[src/rtl/clint_arb_pkg.sv]
// Shared definitions for the CLINT request arbiter: FSM encoding and the
// standard CLINT register offsets used by benches and address decoders.
package clint_arb_pkg;

  typedef enum logic [1:0] {
    ST_IDLE  = 2'd0,
    ST_ISSUE = 2'd1,
    ST_WAIT  = 2'd2
  } arb_state_t;

  localparam logic [15:0] MSIP_BASE     = 16'h0000;
  localparam logic [15:0] MTIMECMP_BASE = 16'h4000;
  localparam logic [15:0] MTIME_BASE    = 16'hBFF8;

endpackage

[src/rtl/clint_arbiter_rr_pick.sv]
// Round-robin pick: returns the first asserted request at or after ptr,
// wrapping modulo N_REQ.
module rr_pick #(
  parameter int N_REQ = 2,
  parameter int IDX_W = $clog2(N_REQ)
) (
  input  logic [N_REQ-1:0] req,
  input  logic [IDX_W-1:0] ptr,
  output logic [IDX_W-1:0] grant,
  output logic             any_req
);

  int unsigned idx;

  // Scan offsets from farthest to nearest so the nearest set bit wins.
  always_comb begin
    grant   = '0;
    any_req = |req;
    idx     = 0;
    for (int unsigned off = N_REQ; off > 0; off--) begin
      idx = 32'(ptr) + off - 1;
      if (idx >= N_REQ) idx = idx - N_REQ;
      if (req[IDX_W'(idx)]) grant = IDX_W'(idx);
    end
  end

endmodule

[src/rtl/clint_arbiter.sv]
// Round-robin arbiter funnelling N_REQ requesters onto one CLINT port,
// one transaction in flight, with a response timeout that flags err.
module clint_arbiter
  import clint_arb_pkg::*;
#(
  parameter int ADDR_W  = 32,
  parameter int DATA_W  = 32,
  parameter int N_REQ   = 2,
  parameter int TIMEOUT = 255
) (
  input  logic                    clk,
  input  logic                    reset,
  input  logic [N_REQ-1:0]        req_valid,
  input  logic [N_REQ*ADDR_W-1:0] req_address,
  input  logic [N_REQ*DATA_W-1:0] req_wdata,
  input  logic [N_REQ*DATA_W/8-1:0] req_wstrb,
  output logic [DATA_W-1:0]       req_rdata,
  output logic [N_REQ-1:0]        req_ready,
  output logic                    m_valid,
  output logic [ADDR_W-1:0]       m_address,
  output logic [DATA_W-1:0]       m_wdata,
  output logic [DATA_W/8-1:0]     m_wstrb,
  input  logic [DATA_W-1:0]       m_rdata,
  input  logic                    m_ready,
  output logic                    err
);

  localparam int          IDX_W   = $clog2(N_REQ);
  localparam int          STRB_W  = DATA_W / 8;
  localparam logic [15:0] TO_LAST = 16'(TIMEOUT - 1);

  arb_state_t         state_q, state_d;
  logic [IDX_W-1:0]   rr_ptr, grant, grant_q, next_ptr;
  logic               any_req;
  logic [15:0]        wait_cnt;
  logic               take, respond, timeout;
  logic [ADDR_W-1:0]  sel_addr;
  logic [DATA_W-1:0]  sel_wdata;
  logic [STRB_W-1:0]  sel_wstrb;

  rr_pick #(
    .N_REQ (N_REQ),
    .IDX_W (IDX_W)
  ) u_pick (
    .req     (req_valid),
    .ptr     (rr_ptr),
    .grant   (grant),
    .any_req (any_req)
  );

  always_comb begin
    sel_addr  = '0;
    sel_wdata = '0;
    sel_wstrb = '0;
    for (int unsigned i = 0; i < N_REQ; i++) begin
      if (grant == IDX_W'(i)) begin
        sel_addr  = req_address[i*ADDR_W +: ADDR_W];
        sel_wdata = req_wdata[i*DATA_W +: DATA_W];
        sel_wstrb = req_wstrb[i*STRB_W +: STRB_W];
      end
    end
  end

  assign next_ptr = (grant_q == IDX_W'(N_REQ - 1)) ? '0 : grant_q + 1'b1;
  assign m_valid  = (state_q == ST_ISSUE);

  // A response in the same cycle as the timeout wins, so err stays low.
  always_comb begin
    state_d = state_q;
    take    = 1'b0;
    respond = 1'b0;
    timeout = 1'b0;
    case (state_q)
      ST_IDLE: begin
        if (any_req) begin
          take    = 1'b1;
          state_d = ST_ISSUE;
        end
      end
      ST_ISSUE: state_d = ST_WAIT;
      ST_WAIT: begin
        if (m_ready) begin
          respond = 1'b1;
          state_d = ST_IDLE;
        end else if (wait_cnt == TO_LAST) begin
          timeout = 1'b1;
          state_d = ST_IDLE;
        end
      end
      default: state_d = ST_IDLE;
    endcase
  end

  always_ff @(posedge clk or posedge reset) begin
    if (reset) begin
      state_q <= ST_IDLE;
    end else begin
      state_q <= state_d;
    end
  end

  always_ff @(posedge clk or posedge reset) begin
    if (reset) begin
      rr_ptr    <= '0;
      grant_q   <= '0;
      wait_cnt  <= '0;
      req_ready <= '0;
      req_rdata <= '0;
      err       <= 1'b0;
      m_address <= '0;
      m_wdata   <= '0;
      m_wstrb   <= '0;
    end else begin
      req_ready <= '0;
      err       <= 1'b0;
      if (take) begin
        grant_q   <= grant;
        m_address <= sel_addr;
        m_wdata   <= sel_wdata;
        m_wstrb   <= sel_wstrb;
      end
      if (state_q == ST_ISSUE) begin
        wait_cnt <= '0;
      end else if (state_q == ST_WAIT && !m_ready) begin
        wait_cnt <= wait_cnt + 16'd1;
      end
      if (respond || timeout) begin
        req_ready <= N_REQ'(1) << grant_q;
        req_rdata <= respond ? m_rdata : '0;
        err       <= timeout;
        rr_ptr    <= next_ptr;
      end
    end
  end

endmodule

[config.mk]
export PLATFORM = sky130hd
export DESIGN_NAME = clint_arbiter
export DESIGN_NICKNAME = d
export VERILOG_FILES = /design/src/rtl/clint_arb_pkg.sv /design/src/rtl/clint_arbiter_rr_pick.sv /design/src/rtl/clint_arbiter.sv
export SDC_FILE = /design/constraint.sdc
export NUM_CORES = 1
export LEC_CHECK = 0
export CORE_ASPECT_RATIO = 1.2
export CORE_MARGIN = 2
export CORE_UTILIZATION = 40
export DETAILED_ROUTE_END_ITERATION = 10
export PLACE_DENSITY = 0.81
export SETUP_SLACK_MARGIN = 0.3
export SYNTH_ARGS = -nofsm -noshare
export SYNTH_HDL_FRONTEND = slang
export SYNTH_SLANG_ARGS = --single-unit
[constraint.sdc]
create_clock -name clk -period 5.7 [get_ports clk]
set_input_delay 1.71 -clock clk [delete_from_list [all_inputs] [get_ports clk]]
set_output_delay 1.71 -clock clk [all_outputs]
set_load 0.03 [all_outputs]
=== After elaboration in Yosys (flattened, before gate mapping) ===
Index checks and enable logic that the tools add are counted.

* Add/sub/neg operators: 8
* $lt $le $gt $ge: 4
* Equality and inequality tests: 5
* Shift operators: 1
* Mux-type cells: 28
* Reductions and logical operators: 7

{| class="wikitable"
|+ Operators with widths
! operator !! count
|-
| 32-bit 2-to-1 mux || 3
|-
| 32-bit by 2-bit greater-or-equal comparator with 1-bit output, second input constant || 2
|-
| 16-bit 2-to-1 mux || 2
|-
| 1-bit 2-to-1 mux || 17
|-
| 16-bit by 1-bit adder with 16-bit output, second input constant || 1
|-
| 16-bit by 8-bit equality test with 1-bit output, second input constant || 1
|-
| 2-bit 2-to-1 mux || 4
|-
| 2-bit case mux with 3 select lines || 1
|-
| 1-bit by 2-bit less-than comparator with 1-bit output, second input constant || 2
|-
| 4-bit 2-to-1 mux || 1
|-
| 3-bit by 1-bit subtractor with 4-bit output, second input constant || 1
|-
| 1-bit by 2-bit adder with 3-bit output, second input constant || 1
|-
| 3-bit != test, second input constant || 1
|-
| 2-bit by 1-bit subtractor with 3-bit output, second input constant || 1
|-
| 1-bit by 1-bit adder with 2-bit output, second input constant || 1
|-
| 2-bit by 1-bit equality test with 1-bit output, second input constant || 1
|-
| 2-bit equality test, second input constant || 1
|-
| 2-bit zero test || 1
|-
| 2-bit != test, second input constant || 1
|-
| 2-bit AND reduction || 1
|-
| 2-bit nonzero test || 1
|-
| 2-bit OR reduction || 1
|-
| 1-bit by 1-bit left shift with 2-bit output, first input constant || 1
|-
| 1-bit subtractor, second input constant || 2
|-
| 4 further kinds || 4
|}

* Register bits after elaboration: 123
* Input port bits: 173
* Output and inout bits: 104
* Logic and storage cells: 63

=== Depth between registers and ports, before layout ===
* Depth after elaboration: 9
* Gate-level depth with buffers: 7
* Depth with buffers taken out: 6

=== Cells and area by module ===
From an unflattened synthesis, not the netlist that was laid out.

* Cells, all modules: 481
* Area, all modules: 5308.8 µm²

{| class="wikitable"
|+ Modules (own cells, without submodules)
! module !! times used !! cells an instance !! area each (µm²) !! seq. area each (µm²)
|-
| clint_arbiter || 1 || 478 || 5291.3 || 3078.0
|-
| rr_pick || 1 || 3 || 17.5 || 0.0
|}

=== Worst setup path before layout ===
OpenSTA, ideal clock, no wires.

* Path type: input -> register
* From: input port m_ready
* To: register wait_cnt[14]
* Library setup time: 0.081 ns
* Arrival: 3.112 ns
* Required time: 5.619 ns
* Path slack: 2.508 ns
* Stages on the path: 5
* Buffers on the path: 1
* Path through: or3b_1 > buf_2 > or3_4 > or3_1 > a21oi_1

* Word-level cells in the longest chain between the ends: 3

{| class="wikitable"
|+ Ends and longest elaborated chain
! what !! RTL line !! RTL
|-
| start: declaration || clint_arbiter.sv:24 || <nowiki>input logic m_ready,</nowiki>
|-
| 1-bit zero test || clint_arbiter.sv:124 || <nowiki>end else if (state_q == ST_WAIT && !m_ready) begin</nowiki>
|-
| 1-bit logical AND || clint_arbiter.sv:124 ||
|-
| 2-bit nonzero test (no line) || -- ||
|-
| end signal: assignment || clint_arbiter.sv:125 || <nowiki>wait_cnt <= wait_cnt + 16'd1;</nowiki>
|-
| end: declaration || clint_arbiter.sv:35 || <nowiki>logic [15:0] wait_cnt;</nowiki>
|}

No other way between the ends.
A chain may end at the register's enable or synchronous reset.

=== Worst setup path after layout ===
* From: register state_q[1]
* To: output port m_valid

* Word-level cells in the longest chain between the ends: 1

{| class="wikitable"
|+ Ends and longest elaborated chain
! what !! RTL line !! RTL
|-
| start: declaration || clint_arbiter.sv:32 || <nowiki>arb_state_t state_q, state_d;</nowiki>
|-
| start signal: assignment || clint_arbiter.sv:98 || <nowiki>state_q <= state_d;</nowiki>
|-
| 2-bit by 1-bit equality test with 1-bit output || clint_arbiter.sv:65 || <nowiki>assign m_valid = (state_q == ST_ISSUE);</nowiki>
|-
| end: declaration || clint_arbiter.sv:19 || <nowiki>output logic m_valid,</nowiki>
|}

No other way between the ends.

==> summary.md <==
| Metric | Value |
|---|---|
| Status | finished clean |
| Commonest non-fill, non-tap cell in the layout | clkdlybuf4s50_1 |
| Initial DRC Count | roughly 200 |
| Final setup fails | 0 |
| Number of global-route vias before repair | about 5200 |
| Pre-Repair DR Iteration Count | 5 |
| Worst-Margin Slew | 1.22 ns |
| EDFF count, synth | 0 |
| GR Overflow Total | 0 |
| Worst Setup SP | state_q[1] |
| Routed Antenna Nets | 0 |
| Path depth of the worst reg2reg path | 3 |
| Largest net degree at the start of global routing | ~140 |
| RSZ-0062 raised after global routing | no |
| Drt via density | between 5 and 6 |
| Final design utilization | 67.6% |
| Slew margin rel. | 18.2% |
| Leak | slightly below 0.004 uW |
| H-tree depth | 4 |
| CTS Buf Count | 17 |
| Crit path max-delay family | buffers and inverters |
| Post-synth top area share | 56.8% |
| Syn nets | ~720 |
| Max rail drop VDD | 0.000291 V |
| F_max | 0.247 GHz |
| Fin crit period | approximately 4.0 ns |
| Register area share after synthesis | a little under three fifths |
| Fill cell total of the finished layout | just over 1000 |
| Fin Setup TNS | 0 ns |
| Crit Path Max Fanout | 12 |
| Critical path class | reg -> out |
| Starting Density | about two fifths |
| CTS tree | built |
| Setup crit end kind | output port |
| Synth Cell Area | about 0.0054 sq mm |
| Required time of the critical path | around 4 ns |
| Most frequent cells in the layout | clkdlybuf4s50_1, dfrtp_1, nor2_1 |
| Clock latency on the worst-skew pair | just over 0.4 ns |
| Buffers on Ports | 276 |
| Crit path launch type | flop |
| Yosys top cell by area | dfrtp_1 |
| FF-to-FF Start | state_q[1] |
| Ys async rst share | 100% |
| Clock Tree Buf Depth | 2 |
| Crit-path cells | nand2b_1 -> inv_1 -> clkdlybuf4s50_1 |
| Post-cts sizing count | 0 |
| WP data arrival | 2.34 ns |
| Crit-path max cell delay | 0.74 ns |
| R2r setup slk | around 3.2 ns |
| Hold buffers post-CTS | 0 |
| Period utilization | 71.0% |
| RePlAce Congestion | around 0.8 |
| Initial antenna violation count | 1 |
| Worst flop-to-flop path endpoint | req_rdata[27] |
| Post-DP HPWL | 11900 microns |
| Sequential cell area | roughly 0.0031 sq mm |
| WL final | ~16000 microns |
| Max Cap Viol | 0 |
| First-pass GRT wire length | between 20000 and 30000 microns |
| Design area | about 0.009 sq mm |
| Area of the core | roughly 0.013 sq mm |
| Clk Tree Root Cell | clkbuf_16 |
| Die Ht | ~130 microns |
| Critical Path Sink | m_valid |
| Worst Path Buf+Inv | 2 |
| Post-DP Area | between 0.008 and 0.009 sq mm |
| I/O Pins | about 280 |
| Antenna Cells | 0 |
| CTS sink cnt | around 120 |
| Total GRT Usage | roughly 23% |
| Final Slew Violations | 0 |
| DR vias | roughly 5000 |
| Share of layout cells above drive strength 1 | under 10% |
| WP depth | 3 |
| Final hold violations | 0 |
| Die area | ~0.014 sq mm |
| Pwr Density | ~550 mW/mm^2 |
| Mean post-synth cell area | roughly 10 sq um |
| Type of the worst min-delay path | reg -> reg |
| Clock Pin Slew Worst Setup and Hold Paths | approximately 0.060 ns |
| Primary FF master, synth | dfrtp_1 |
| Die W | ~110 microns |
| CP max-delay cell | clkdlybuf4s50_1 |
| Top cells by area, synth | dfrtp_1, mux2i_1, a21oi_1 |
| Number of synthesized register bits | 123 |
| Footprint of the multi-input gates | 0.00220 sq mm |
| Synth warnings | 0 |
| WL per Instance | between 15 and 20 microns |
| Area grow syn2layout | 65.3% |
| Finished Layout Cells | 988 |
| Final Skew | between 0.007 and 0.008 ns |
| Netlist cell types | 32 |
| FP Rows | 46 |
| DRC | 0 |
| Postcts setup bufs | 0 |
| Final #Nets | just under 1000 |
| DP Cell Count | ~960 |
| Cells after synthesis | between 500 and 600 |
==> flip-flops by register name (all words and copies together) (netlist names) <==
| register | cells |
|---|---|
| err | 1 |
| grant_q | 1 |
| m_address | 32 |
| m_wdata | 32 |
| m_wstrb | 4 |
| req_rdata | 32 |
| req_ready | 2 |
| rr_ptr | 1 |
| state_q | 2 |
| wait_cnt | 16 |
==> logic make-up (layout without fill, tap and decap cells) <==
group | count (synthesis) | in the layout | synth area share [%]
and+or+nand+nor | 183 | 183 | 14.3
DFF | 123 | 123 | 56.8
AOI/OAI and AO/OA | 115 | 115 | 10.9
muxes | 75 | 75 | 13.9
buffers and inverters | 42 | 318 | 3.00
xor gates and xnor gates | 4 | 4 | 0.646
adders and majority gates | 2 | 2 | 0.462
==> cells in the mapped netlist, drive strengths merged (2+ instances only) <==
cell type / n
dfrtp: 123
buf: 8
or3: 2
ha: 2
mux2i: 74
o211ai: 2
a21oi: 70
and2: 2
nand4: 3
nor4b: 2
nand2b: 2
inv: 6
nor3: 5
xnor2: 4
clkbuf: 28
o31ai: 2
nand2: 73
nor2: 77
o21ai: 40
nand3: 9
==> area by class of cell <==
type,instances,area share [%]
Inverter,6,0.279
Sequential cell,123,34.4
Timing Repair Buffer,280,31.5
Tap cell,168,2.35
Multi-Input combinational cell,379,24.5
Clock inverter,12,1.79
Clock buffer,20,5.21
==> stage by stage <==
step                      worst slack [ns]  hold WS, ns  power [uW]
final                                 1.65        0.480        4900
after global routing                  1.54        0.493        5180
after CTS                             1.65        0.483        4940
after detailed placement              1.57        0.466        3790
after global placement                1.75        0.467        3720
after floorplan                      0.719        0.446        2750
==> routing by layer <==
layer  track usage, %  vias up  routed length, microns
li1                 -     2393                       -
met2             37.9      204                    8400
met5                0        -                      16
met3             7.74       36                    1300
met4             9.65        2                     463
met1             26.2     2358                    5970
==> worst min path at each step <==
stage | slack, ns | startpoint | end | cells after the start
after CTS | 0.48 | grant_q | req_ready[1] | 1
final | 0.48 | grant_q | req_ready[1] | 1
after detailed placement | 0.47 | grant_q | req_ready[1] | 1
after global routing | 0.49 | grant_q | req_ready[1] | 1
after floorplan | 0.45 | wait_cnt[15] | wait_cnt[15] | 1
after global placement | 0.47 | grant_q | req_ready[1] | 1
==> report_power, final <==
group          leakage [uW]  switching (uW)  internal, uW
clock              0.000308             406           728
combinational       0.00216            1370           940
sequential          0.00146             223          1240
total               0.00393            2000          2910
Power figures use the tool's default switching activity.
